--- config.mk ---
export PLATFORM = sky130hd
export DESIGN_NAME = vm_txn_ctrl_flat
export DESIGN_NICKNAME = d
export VERILOG_FILES = /design/src/rtl/vm_txn_if.sv /design/src/rtl/vm_txn_ctrl.sv /design/src/flat_wrapper.sv
export SDC_FILE = /design/constraint.sdc
export NUM_CORES = 1
export LEC_CHECK = 0
export CAP_MARGIN = 20
export CORE_MARGIN = 2
export CORE_UTILIZATION = 30
export CTS_CLUSTER_SIZE = 28
export DETAILED_ROUTE_END_ITERATION = 10
export PLACE_DENSITY = 0.48
export SETUP_SLACK_MARGIN = 0.1
export SYNTH_ARGS = -nofsm -noshare
export SYNTH_HDL_FRONTEND = slang
export SYNTH_SLANG_ARGS = --single-unit
--- constraint.sdc ---
create_clock -name clk -period 3.2 [get_ports clk]
set_input_delay 0.32 -clock clk [delete_from_list [all_inputs] [get_ports clk]]
set_output_delay 0.32 -clock clk [all_outputs]
set_load 0.01 [all_outputs]
--- src/rtl/vm_txn_if.sv ---
// User, supplier and inventory-table signals of the vm2002 transaction controller.
// master drives the pins and the table read data, and slave is the controller.
interface vm_txn_if #(
  parameter int IDX_W  = 3,
  parameter int CNT_W  = 5,
  parameter int COST_W = 8,
  parameter int BAL_W  = 16
);
  logic              coin_valid;
  logic [7:0]        coin_amt;
  logic              sel_valid;
  logic [IDX_W-1:0]  sel_item;
  logic              cancel;
  logic              sup_valid;
  logic [IDX_W-1:0]  sup_item;
  logic [3:0]        sup_count;
  logic              sup_ready;
  logic              sup_err;
  logic [IDX_W-1:0]  tbl_rd_item;
  logic [CNT_W-1:0]  tbl_rd_count;
  logic [COST_W-1:0] tbl_rd_cost;
  logic              tbl_wr_en;
  logic [IDX_W-1:0]  tbl_wr_item;
  logic [CNT_W-1:0]  tbl_wr_count;
  logic              dispense_valid;
  logic [IDX_W-1:0]  dispense_item;
  logic              change_valid;
  logic [BAL_W-1:0]  change_amt;
  logic              coin_reject;
  logic [BAL_W-1:0]  balance;
  logic [2:0]        status;

  modport master (
    output coin_valid, coin_amt, sel_valid, sel_item, cancel,
           sup_valid, sup_item, sup_count, tbl_rd_count, tbl_rd_cost,
    input  sup_ready, sup_err, tbl_rd_item, tbl_wr_en, tbl_wr_item, tbl_wr_count,
           dispense_valid, dispense_item, change_valid, change_amt,
           coin_reject, balance, status
  );

  modport slave (
    input  coin_valid, coin_amt, sel_valid, sel_item, cancel,
           sup_valid, sup_item, sup_count, tbl_rd_count, tbl_rd_cost,
    output sup_ready, sup_err, tbl_rd_item, tbl_wr_en, tbl_wr_item, tbl_wr_count,
           dispense_valid, dispense_item, change_valid, change_amt,
           coin_reject, balance, status
  );
endinterface

--- src/rtl/vm_txn_ctrl.sv ---
// vm2002 purchase sequencer: credit -> select -> lookup -> dispense -> change.
// It also shares the single inventory-table port between purchase and supplier restock.
module vm_txn_ctrl #(
  parameter int NUM_ITEMS   = 8,
  parameter int IDX_W       = 3,
  parameter int CNT_W       = 5,
  parameter int MAX_STOCK   = 16,
  parameter int COST_W      = 8,
  parameter int BAL_W       = 16,
  parameter int TIMEOUT_CYC = 1000
) (
  input logic     clk,
  input logic     rst,
  vm_txn_if.slave bus
);
  localparam int TMR_W = $clog2(TIMEOUT_CYC + 1);

  localparam logic [2:0] S_IDLE   = 3'd0;
  localparam logic [2:0] S_CREDIT = 3'd1;
  localparam logic [2:0] S_LOOKUP = 3'd2;
  localparam logic [2:0] S_DISP   = 3'd3;
  localparam logic [2:0] S_CHANGE = 3'd4;

  localparam logic [2:0] ST_CREDIT  = 3'd1;
  localparam logic [2:0] ST_VENDED  = 3'd2;
  localparam logic [2:0] ST_SOLDOUT = 3'd3;
  localparam logic [2:0] ST_INSUFF  = 3'd4;
  localparam logic [2:0] ST_CANCEL  = 3'd5;
  localparam logic [2:0] ST_TIMEOUT = 3'd6;

  logic [2:0]        state_q, state_d, status_q, status_d;
  logic [BAL_W-1:0]  bal_q, bal_d, chg_amt_q, chg_amt_d;
  logic [IDX_W-1:0]  sel_q, sel_d;
  logic [COST_W-1:0] cost_q, cost_d;
  logic [TMR_W-1:0]  tmr_q, tmr_d;
  logic              disp_q, disp_d, chg_q, chg_d, rej_q, rej_d, sup_err_q, sup_err_d;
  logic              pwr_en_q, pwr_en_d;
  logic [CNT_W-1:0]  pwr_cnt_q, pwr_cnt_d;

  logic [BAL_W:0]    bal_sum;
  logic [BAL_W-1:0]  rem;
  logic [CNT_W:0]    sup_sum;
  logic              sup_hs, sup_fit;

  assign bal_sum = {1'b0, bal_q} + (BAL_W+1)'(bus.coin_amt);
  assign rem     = bal_q - BAL_W'(cost_q);

  // Purchase owns the table from lookup until its count write has been issued.
  assign bus.sup_ready   = (state_q != S_LOOKUP) && (state_q != S_DISP);
  assign bus.tbl_rd_item = bus.sup_ready ? bus.sup_item : sel_q;
  assign sup_hs          = bus.sup_valid && bus.sup_ready;
  assign sup_sum         = {1'b0, bus.tbl_rd_count} + (CNT_W+1)'(bus.sup_count);
  assign sup_fit         = sup_sum <= (CNT_W+1)'(MAX_STOCK);
  assign sup_err_d       = sup_hs && !sup_fit;

  assign bus.tbl_wr_en    = pwr_en_q || (sup_hs && sup_fit);
  assign bus.tbl_wr_item  = pwr_en_q ? sel_q : bus.sup_item;
  assign bus.tbl_wr_count = pwr_en_q ? pwr_cnt_q : sup_sum[CNT_W-1:0];

  always_comb begin
    state_d   = state_q;
    status_d  = status_q;
    bal_d     = bal_q;
    sel_d     = sel_q;
    cost_d    = cost_q;
    tmr_d     = tmr_q;
    chg_amt_d = chg_amt_q;
    pwr_cnt_d = pwr_cnt_q;
    disp_d    = 1'b0;
    chg_d     = 1'b0;
    rej_d     = 1'b0;
    pwr_en_d  = 1'b0;
    case (state_q)
      S_IDLE: begin
        if (bus.coin_valid) begin
          bal_d    = BAL_W'(bus.coin_amt);
          tmr_d    = '0;
          state_d  = S_CREDIT;
          status_d = ST_CREDIT;
        end
      end
      S_CREDIT: begin
        if (bus.cancel) begin
          rej_d     = bus.coin_valid;
          chg_d     = 1'b1;
          chg_amt_d = bal_q;
          state_d   = S_CHANGE;
          status_d  = ST_CANCEL;
        end else begin
          if (bus.coin_valid) begin
            if (bal_sum[BAL_W]) rej_d = 1'b1;
            else                bal_d = bal_sum[BAL_W-1:0];
          end
          if (bus.coin_valid || bus.sel_valid) tmr_d = '0;
          if (bus.sel_valid) begin
            sel_d   = bus.sel_item;
            state_d = S_LOOKUP;
          end else if (!bus.coin_valid) begin
            if (tmr_q == TMR_W'(TIMEOUT_CYC - 1)) begin
              chg_d     = 1'b1;
              chg_amt_d = bal_q;
              state_d   = S_CHANGE;
              status_d  = ST_TIMEOUT;
            end else begin
              tmr_d = tmr_q + 1'b1;
            end
          end
        end
      end
      S_LOOKUP: begin
        rej_d = bus.coin_valid;
        tmr_d = '0;
        if (bus.tbl_rd_count == '0) begin
          state_d  = S_CREDIT;
          status_d = ST_SOLDOUT;
        end else if (bal_q < BAL_W'(bus.tbl_rd_cost)) begin
          state_d  = S_CREDIT;
          status_d = ST_INSUFF;
        end else begin
          cost_d    = bus.tbl_rd_cost;
          disp_d    = 1'b1;
          pwr_en_d  = 1'b1;
          pwr_cnt_d = bus.tbl_rd_count - 1'b1;
          state_d   = S_DISP;
          status_d  = ST_VENDED;
        end
      end
      S_DISP: begin
        rej_d = bus.coin_valid;
        bal_d = rem;
        if (rem != '0) begin
          chg_d     = 1'b1;
          chg_amt_d = rem;
          state_d   = S_CHANGE;
        end else begin
          state_d = S_IDLE;
        end
      end
      S_CHANGE: begin
        rej_d   = bus.coin_valid;
        bal_d   = '0;
        state_d = S_IDLE;
      end
      default: state_d = S_IDLE;
    endcase
  end

  always_ff @(posedge clk) begin
    if (rst) begin
      state_q   <= S_IDLE;
      status_q  <= '0;
      bal_q     <= '0;
      sel_q     <= '0;
      cost_q    <= '0;
      tmr_q     <= '0;
      chg_amt_q <= '0;
      pwr_cnt_q <= '0;
      disp_q    <= 1'b0;
      chg_q     <= 1'b0;
      rej_q     <= 1'b0;
      pwr_en_q  <= 1'b0;
      sup_err_q <= 1'b0;
    end else begin
      state_q   <= state_d;
      status_q  <= status_d;
      bal_q     <= bal_d;
      sel_q     <= sel_d;
      cost_q    <= cost_d;
      tmr_q     <= tmr_d;
      chg_amt_q <= chg_amt_d;
      pwr_cnt_q <= pwr_cnt_d;
      disp_q    <= disp_d;
      chg_q     <= chg_d;
      rej_q     <= rej_d;
      pwr_en_q  <= pwr_en_d;
      sup_err_q <= sup_err_d;
    end
  end

  assign bus.dispense_valid = disp_q;
  assign bus.dispense_item  = sel_q;
  assign bus.change_valid   = chg_q;
  assign bus.change_amt     = chg_amt_q;
  assign bus.coin_reject    = rej_q;
  assign bus.balance        = bal_q;
  assign bus.status         = status_q;
  assign bus.sup_err        = sup_err_q;
endmodule

--- src/flat_wrapper.sv ---
// flat-port wrapper written by rule: the top's interface ports become plain ports
module vm_txn_ctrl_flat 
#(
  parameter int NUM_ITEMS   = 8,
  parameter int IDX_W       = 3,
  parameter int CNT_W       = 5,
  parameter int MAX_STOCK   = 16,
  parameter int COST_W      = 8,
  parameter int BAL_W       = 16,
  parameter int TIMEOUT_CYC = 1000
)
  (clk, rst, bus_coin_valid, bus_coin_amt, bus_sel_valid, bus_sel_item, bus_cancel, bus_sup_valid, bus_sup_item, bus_sup_count, bus_tbl_rd_count, bus_tbl_rd_cost, bus_sup_ready, bus_sup_err, bus_tbl_rd_item, bus_tbl_wr_en, bus_tbl_wr_item, bus_tbl_wr_count, bus_dispense_valid, bus_dispense_item, bus_change_valid, bus_change_amt, bus_coin_reject, bus_balance, bus_status);
  vm_txn_if #(.IDX_W(IDX_W), .CNT_W(CNT_W), .COST_W(COST_W), .BAL_W(BAL_W)) bus_i ();
  input logic clk;
  input logic rst;
  input wire logic [$bits(bus_i.coin_valid)-1:0] bus_coin_valid;
  input wire logic [$bits(bus_i.coin_amt)-1:0] bus_coin_amt;
  input wire logic [$bits(bus_i.sel_valid)-1:0] bus_sel_valid;
  input wire logic [$bits(bus_i.sel_item)-1:0] bus_sel_item;
  input wire logic [$bits(bus_i.cancel)-1:0] bus_cancel;
  input wire logic [$bits(bus_i.sup_valid)-1:0] bus_sup_valid;
  input wire logic [$bits(bus_i.sup_item)-1:0] bus_sup_item;
  input wire logic [$bits(bus_i.sup_count)-1:0] bus_sup_count;
  input wire logic [$bits(bus_i.tbl_rd_count)-1:0] bus_tbl_rd_count;
  input wire logic [$bits(bus_i.tbl_rd_cost)-1:0] bus_tbl_rd_cost;
  output wire logic [$bits(bus_i.sup_ready)-1:0] bus_sup_ready;
  output wire logic [$bits(bus_i.sup_err)-1:0] bus_sup_err;
  output wire logic [$bits(bus_i.tbl_rd_item)-1:0] bus_tbl_rd_item;
  output wire logic [$bits(bus_i.tbl_wr_en)-1:0] bus_tbl_wr_en;
  output wire logic [$bits(bus_i.tbl_wr_item)-1:0] bus_tbl_wr_item;
  output wire logic [$bits(bus_i.tbl_wr_count)-1:0] bus_tbl_wr_count;
  output wire logic [$bits(bus_i.dispense_valid)-1:0] bus_dispense_valid;
  output wire logic [$bits(bus_i.dispense_item)-1:0] bus_dispense_item;
  output wire logic [$bits(bus_i.change_valid)-1:0] bus_change_valid;
  output wire logic [$bits(bus_i.change_amt)-1:0] bus_change_amt;
  output wire logic [$bits(bus_i.coin_reject)-1:0] bus_coin_reject;
  output wire logic [$bits(bus_i.balance)-1:0] bus_balance;
  output wire logic [$bits(bus_i.status)-1:0] bus_status;
  assign bus_i.coin_valid = bus_coin_valid;
  assign bus_i.coin_amt = bus_coin_amt;
  assign bus_i.sel_valid = bus_sel_valid;
  assign bus_i.sel_item = bus_sel_item;
  assign bus_i.cancel = bus_cancel;
  assign bus_i.sup_valid = bus_sup_valid;
  assign bus_i.sup_item = bus_sup_item;
  assign bus_i.sup_count = bus_sup_count;
  assign bus_i.tbl_rd_count = bus_tbl_rd_count;
  assign bus_i.tbl_rd_cost = bus_tbl_rd_cost;
  assign bus_sup_ready = bus_i.sup_ready;
  assign bus_sup_err = bus_i.sup_err;
  assign bus_tbl_rd_item = bus_i.tbl_rd_item;
  assign bus_tbl_wr_en = bus_i.tbl_wr_en;
  assign bus_tbl_wr_item = bus_i.tbl_wr_item;
  assign bus_tbl_wr_count = bus_i.tbl_wr_count;
  assign bus_dispense_valid = bus_i.dispense_valid;
  assign bus_dispense_item = bus_i.dispense_item;
  assign bus_change_valid = bus_i.change_valid;
  assign bus_change_amt = bus_i.change_amt;
  assign bus_coin_reject = bus_i.coin_reject;
  assign bus_balance = bus_i.balance;
  assign bus_status = bus_i.status;
  vm_txn_ctrl #(.NUM_ITEMS(NUM_ITEMS), .IDX_W(IDX_W), .CNT_W(CNT_W), .MAX_STOCK(MAX_STOCK), .COST_W(COST_W), .BAL_W(BAL_W), .TIMEOUT_CYC(TIMEOUT_CYC)) u_core (.clk(clk), .rst(rst), .bus(bus_i));
endmodule
==> metrics.txt, run 1 <==
outcome complete, no violations; Final setup viols 0; max-slew violations 0; layout cells sized above 1 0.170; max_cap viols 0; Post-synth EDFFs 0; Required @ worst endpoint 3390 ps; CTS tree done; TNS Setup 0 ps; Cell Area, Placed 6400 sq um; asr flop ratio synth 0; FP Rows 47; grt total ovfl 0; Storage cell area 1360 sq um; multi-input logic area 3530 sq um; Core Area around 16000 sq um; I/O Buffers slightly above 90; crit start category flop; post-layout util 0.424; synthesized area 5030 sq um; register area share after synthesis 0.271; critical-path cell list inv_2 > ha_4 > inv_2 > fa_2 > a21o_1 > a21oi_2 > xnor2_2 > or4_4 > nor4_4 > nand4_4 > clkbuf_16 > a21oi_4 > a311oi_2; width of the die 134 um; beginning of the worst hold path u_core.bus.change_amt[13]$_SDFFE_PP0P_; Filler cells 1655; top-area cell type share of the netlist area 0.271; CP Class flop to flop; n_diodes 0; Hold Vio Cnt, Final 0; Sink Count around 70; Lkg Pwr 2.64 nW; die height ~130 um; Die ar. 17800 sq um; Vias/cell 5.39; Worst-Margin Slew 764 ps; Critical Path Fanout Max 5; num ports 92; 1st-iter DRT viols 386; post-synth net total about 700; CTS max path bufs 2; Worst Setup SP u_core.bus.balance[0]$_SDFFE_PP0P_; RSZ-0062 raised after global routing yes; Pwr per Cell Area 432 nW/um^2; dominant synthesized flop cell dfxtp_1; vias in the first global route 4990; Starting Density 0.306; #FFs+latches synth 68; first-pass GRT wire length 26700 um; wire length per cell roughly 18 um; GRT Overall Usage 0.190; CP most frequent cell inv_2; DR pass1 iterations 5; Tmin final 3140 ps; syn avg cell area 7.80 sq um; Distinct cells, synth 65; total wire length 17300 um; Post-route DRC 0; switching power 0.992 mW; final antenna-violating net count 0; Logic pwr share 0.338; Internal 2.03 mW; Peak VDD IR 0.000256 V; Worst R2R Start u_core.bus.balance[0]$_SDFFE_PP0P_; total CTS buffers 9; min-delay worst type flop to flop; final instance area 6990 sq um; fin crit share 0.980; largest net degree at the start of global routing 36; Area Overhead vs Synth 38.8%; post-detail-place hpwl 13100 um; post-synthesis cell count 645; CP Data Arrival Time about 3300 ps; initial antenna violation count 0; GPL Wtd Cong 0.895; clock share of power 0.361; sw frac 0.328; H-Tree Depth 3; clk root buf clkbuf_16; Crit path largest cell delay 500 ps; Slowest-stage cell, CP or4_4; Max Freq 319 MHz; Layout Nets 825; CP endpoint kind flop; Worst slew margin 0.491; via count 5288; synth warn 0; synth top area cells dfxtp_1, ha_1, a21oi_1; latest clock arrival within the worst-skew pair 350 ps; sequential power share 0.301; Reg clk slew, reported paths approximately 60 ps; cell taking the most area after synthesis dfxtp_1; worst clock skew between 8 and 9 ps
==> cells by family after synthesis <==
family	count (synthesis)	synth area share
buf+inv	76	0.0654
simple gates	218	0.223
flops	68	0.271
xor+xnor	25	0.0435
mux	22	0.0455
compound gates	204	0.268
fa+ha+maj	32	0.0840
==> worst max-delay path, delay by kind of cell (launching register included) <==
family                   cells  cell delay [ps]
XOR/XNOR                     1              100
AND/OR/NAND/NOR              3             1130
AO/OA/AOI/OAI                4              590
adder cells (fa/ha/maj)      2              500
flip-flops                   1              320
buffers and inverters        3              330
==> sequential cells by signal (all words and copies together), names as in the netlist <==
signal,count
u_core.bus.status,3
u_core.bus.coin_reject,1
u_core.cost_q,8
u_core.tmr_q,10
u_core.pwr_cnt_q,5
u_core.bus.sup_err,1
u_core.bus.balance,16
u_core.bus.dispense_item,3
u_core.bus.change_valid,1
u_core.bus.change_amt,16
u_core.state_q,3
u_core.bus.dispense_valid,1
==> layout make-up <==
class | instances | share of cell area
inverter | 35 | 0.0188
clock inverter | 7 | 0.0131
multi-input combinational | 501 | 0.505
timing repair buffer | 141 | 0.196
clock buffer | 9 | 0.0322
tap | 220 | 0.0394
sequential | 68 | 0.195
==> path summary, 6_finish.rpt <==
kind / endpoint / slack (ps) / depth (start not counted)
setup / recovery: u_core.bus.change_amt[3]$_SDFFE_PP0P_ / 60 / 13
setup reg to reg: u_core.bus.change_amt[3]$_SDFFE_PP0P_ / 60 / 13
hold / removal: u_core.bus.change_amt[13]$_SDFFE_PP0P_ / 480 / 2
hold reg to reg: u_core.bus.change_amt[13]$_SDFFE_PP0P_ / 480 / 2
==> placed cells by master, fill, tap and decap left out, types with 7 or more instances in the layout <==
cell type,n
and3_1,12
a311oi_2,7
a31oi_1,7
ha_1,28
o211ai_1,11
a211oi_1,8
dfxtp_1,66
nor3_1,19
a21oi_4,7
a21oi_1,56
nor2_1,59
o21ai_0,44
clkdlybuf4s50_1,88
nand2_1,54
a21o_1,8
buf_4,43
nor2b_1,7
mux2_2,7
mux2i_1,15
clkbuf_16,11
xnor2_1,19
a221oi_1,7
inv_1,33
nand3_1,15
==> metrics by stage <==
stage               cells  setup slack (ps)  power (mW)  hold WS [ps]
floorplan             645               219        1.50           412
global placement      959              50.6        1.88           464
detailed placement    959             -20.5        1.89           473
CTS                   975               108        2.99           481
global route          981             -55.2        3.18           506
finish                981              64.9        3.02           475
==> routing by layer <==
metal | global-route usage | share of wire | up-vias
met5 | 0 | 0 | -
met1 | 0.262 | 0.47 | 2512
met4 | 0.0473 | 0.010 | 0
met2 | 0.302 | 0.45 | 185
met3 | 0.0441 | 0.065 | 11
li1 | - | - | 2580
==> cell usage after synthesis, drive strengths merged, types with 6 or more instances <==
master and n:
nor2b 8, buf 11, a221oi 8, nor4 8, mux2 7, nand3 15
nand2b 6, xnor2 20, or2 8, o211ai 13, dfxtp 68, a31oi 7
a21o 8, nor3 19, a311oi 10, a21oi 67, ha 29, o21ai 47
mux2i 15, and3 12, inv 35, a211oi 14, clkbuf 30, nor2 59
nand2 54
==> power groups by stage <==
stage / clock (mW) / sequential [mW] / combinational, mW
final: 1.09 / 0.910 / 1.02
after global routing: 1.15 / 0.913 / 1.11
after CTS: 1.11 / 0.905 / 0.973
after detailed placement: 0 / 0.924 / 0.964
after global placement: 0 / 0.923 / 0.959
after floorplan: 0 / 0.940 / 0.555
==> repair_timing <==
action | in CTS | in global routing
hold buffers | 0 | 0
buffers inserted | 0 | 3
gates cloned | 0 | 3
setup endpoints to repair | 2 | 20
pin swaps | 0 | 20
resized for setup | 3 | 36
Note: power is estimated with default switching activity, not from simulation.
==> inputs of run 2 (changes only) <==
ABC_AREA = 1   (was not set)
PLACE_DENSITY = 0.47   (was 0.48)
SKIP_CTS_REPAIR_TIMING = 1   (was not set)
SLEW_MARGIN = 0   (was not set)
==> metrics.txt, run 2 <==
layout cells sized above 1 0.0785; Final setup viols 0; register area share after synthesis 0.262; PnR Total Power 4.21 mW; I/O Buffers between 90 and 100; DR pass1 iterations 5; Tmin final ~3000 ps; Worst-Margin Slew 831 ps; synth warn 0; Distinct cells, synth 45; max-slew violations 0; H-Tree Depth 3; GPL Wtd Cong 0.903; num ports 92; GRT Overall Usage 0.191; Hold Vio Cnt, Final 0; CP endpoint kind primary output; outcome complete, no violations; syn avg cell area 6.25 sq um; 1st-iter DRT viols 300; clk root buf clkbuf_16; RSZ-0062 raised after global routing yes; hold slack 462 ps; n_diodes 0; switching power 1.73 mW; Max Freq 331 MHz; Post-synth top cells nand2_1, inv_1, nor2_1; Core Area about 17000 sq um; main combinational cell family by area after synthesis simple AND/OR/NAND/NOR gates; total wire length 16900 um; top-area cell type share of the netlist area 0.262; synth top area cells dfxtp_1, nand2_1, inv_1; post-detail-place hpwl roughly 13000 um; Post-route DRC 0; Critical Path Fanout Max 3; Vias/cell about 4.8; commonest non-fill, non-tap cells in the layout nand2_1, inv_1, clkdlybuf4s50_1; Post-synth EDFFs 0; die height 136 um; Die ar. 18400 sq um; Lkg Pwr 3.03 nW; TNS Setup 0 ps; initial antenna violation count 0; Synth Area in XOR/XNOR 0.0168; latest clock arrival within the worst-skew pair roughly 340 ps; Worst slew margin 0.446; Pwr per Cell Area 626 nW/um^2; worst clock skew 4.59 ps; final instance area 6720 sq um; clock share of power 0.281; CP Data Arrival Time 2700 ps; width of the die 136 um; dominant synthesized flop cell dfxtp_1; grt total ovfl 0; Internal between 2 and 2.5 mW; CTS tree done; Reg clk slew, reported paths 60 ps; Required @ worst endpoint 2880 ps; Starting Density 0.304; final antenna-violating net count 0; largest net degree at the start of global routing 34; #FFs+latches synth 68; Cell Area, Placed 6360 sq um; synthesized area 5200 sq um; Area Overhead vs Synth 29.3%; min-delay worst type flop to flop; max_cap viols 0; via count ~5500; CP Class input pin to primary output; wire length per cell between 10 and 15 um; Sink Count 68; Logic pwr share 0.476; crit start category input pin; Filler cells 1887; post-synthesis cell count between 800 and 900; mux contribution to synthesized area 0; cell taking the most area after synthesis dfxtp_1; post-synth net total 901; fin crit share 0.943; vias in the first global route 5331; sw frac 0.410; first-pass GRT wire length 27600 um; Peak VDD IR 0.000267 V; complex-gate fraction of the synthesized area 0.164; sequential power share 0.243; post-synthesis adder-cell area fraction 0.0813; top-count cell post-synth nand2_1; Layout Nets 994; CTS max path bufs 2; total CTS buffers 9; FP Rows 48; simple-gate share of the synthesized area 0.362; most common cell after layout, fill and taps aside nand2_1; asr flop ratio synth 0
## run 2: cell types whose count changed after synthesis, moves of 12 or more
cell / delta
mux2i_1: -15
clkbuf_1: -23
nand4_1: +12
o21ai_0: +18
nor2_1: +21
nand2_1: +161
nand3_1: +45
xnor2_1: -15
nand3_2: +14
inv_1: +76
and3_1: -12
## run 2: final timing paths
| kind | from | end | slack [ps] | depth (start not counted) |
|---|---|---|---|---|
| hold / removal | u_core.cost_q[3]$_SDFFE_PP0P_ | u_core.cost_q[3]$_SDFFE_PP0P_ | 460 | 2 |
| hold reg to reg | u_core.cost_q[3]$_SDFFE_PP0P_ | u_core.cost_q[3]$_SDFFE_PP0P_ | 460 | 2 |
| setup / recovery | bus_tbl_rd_count[0] | bus_tbl_wr_en | 180 | 11 |
| setup reg to reg | u_core.bus.balance[0]$_SDFFE_PP0P_ | u_core.bus.change_amt[11]$_SDFFE_PP0P_ | 440 | 14 |
## run 2: metal layers
layer,global-route usage,up-vias,wire length (um)
met5,0,-,0
met4,0.0683,0,421
met3,0.0348,26,835
met2,0.317,122,7630
met1,0.249,2442,7980
li1,-,2912,-
## run 2: cell type report
cell class / count / area, sq um / area share
clock inverter: 7 / 123 / 0.0182
multi-input combinational: 622 / 3260 / 0.485
timing repair buffer: 107 / 1030 / 0.153
sequential: 68 / 1360 / 0.202
inverter: 117 / 439 / 0.0653
tap: 225 / 282 / 0.0419
clock buffer: 9 / 225 / 0.0335
## run 2: metrics by stage
stage               setup slack [ps]  cells  utilization
floorplan                        886    832            -
global placement                 153   1138        0.371
detailed placement               160   1138        0.371
CTS                              150   1154        0.392
global route                    27.2   1155        0.393
finish                           183   1155        0.393
## run 2: cells by family after synthesis
| group | count (synthesis) |
|---|---|
| simple gates | 420 |
| compound gates | 159 |
| buf+inv | 143 |
| flops | 68 |
| fa+ha+maj | 32 |
| xor+xnor | 10 |
## run 2: power groups by stage
stage          Sequential (mW)  Clock, mW  Combinational, mW
2_1_floorplan             1.07          0               1.29
3_3_place_gp              1.04          0               1.99
3_5_place_dp              1.04          0               1.99
4_1_cts                   1.02       1.22               2.00
5_1_grt                   1.04       1.26               2.29
6_report                  1.02       1.18               2.00
## run 2: worst max-delay path, stage by stage
cell	delay (ps)
clkdlybuf4s50_1	510
ha_1	180
inv_1	50
fa_1	400
xnor2_1	160
nor2_1	100
nand3_1	80
a22oi_1	190
nand3_1	100
nand2_1	80
clkdlybuf4s50_1	540
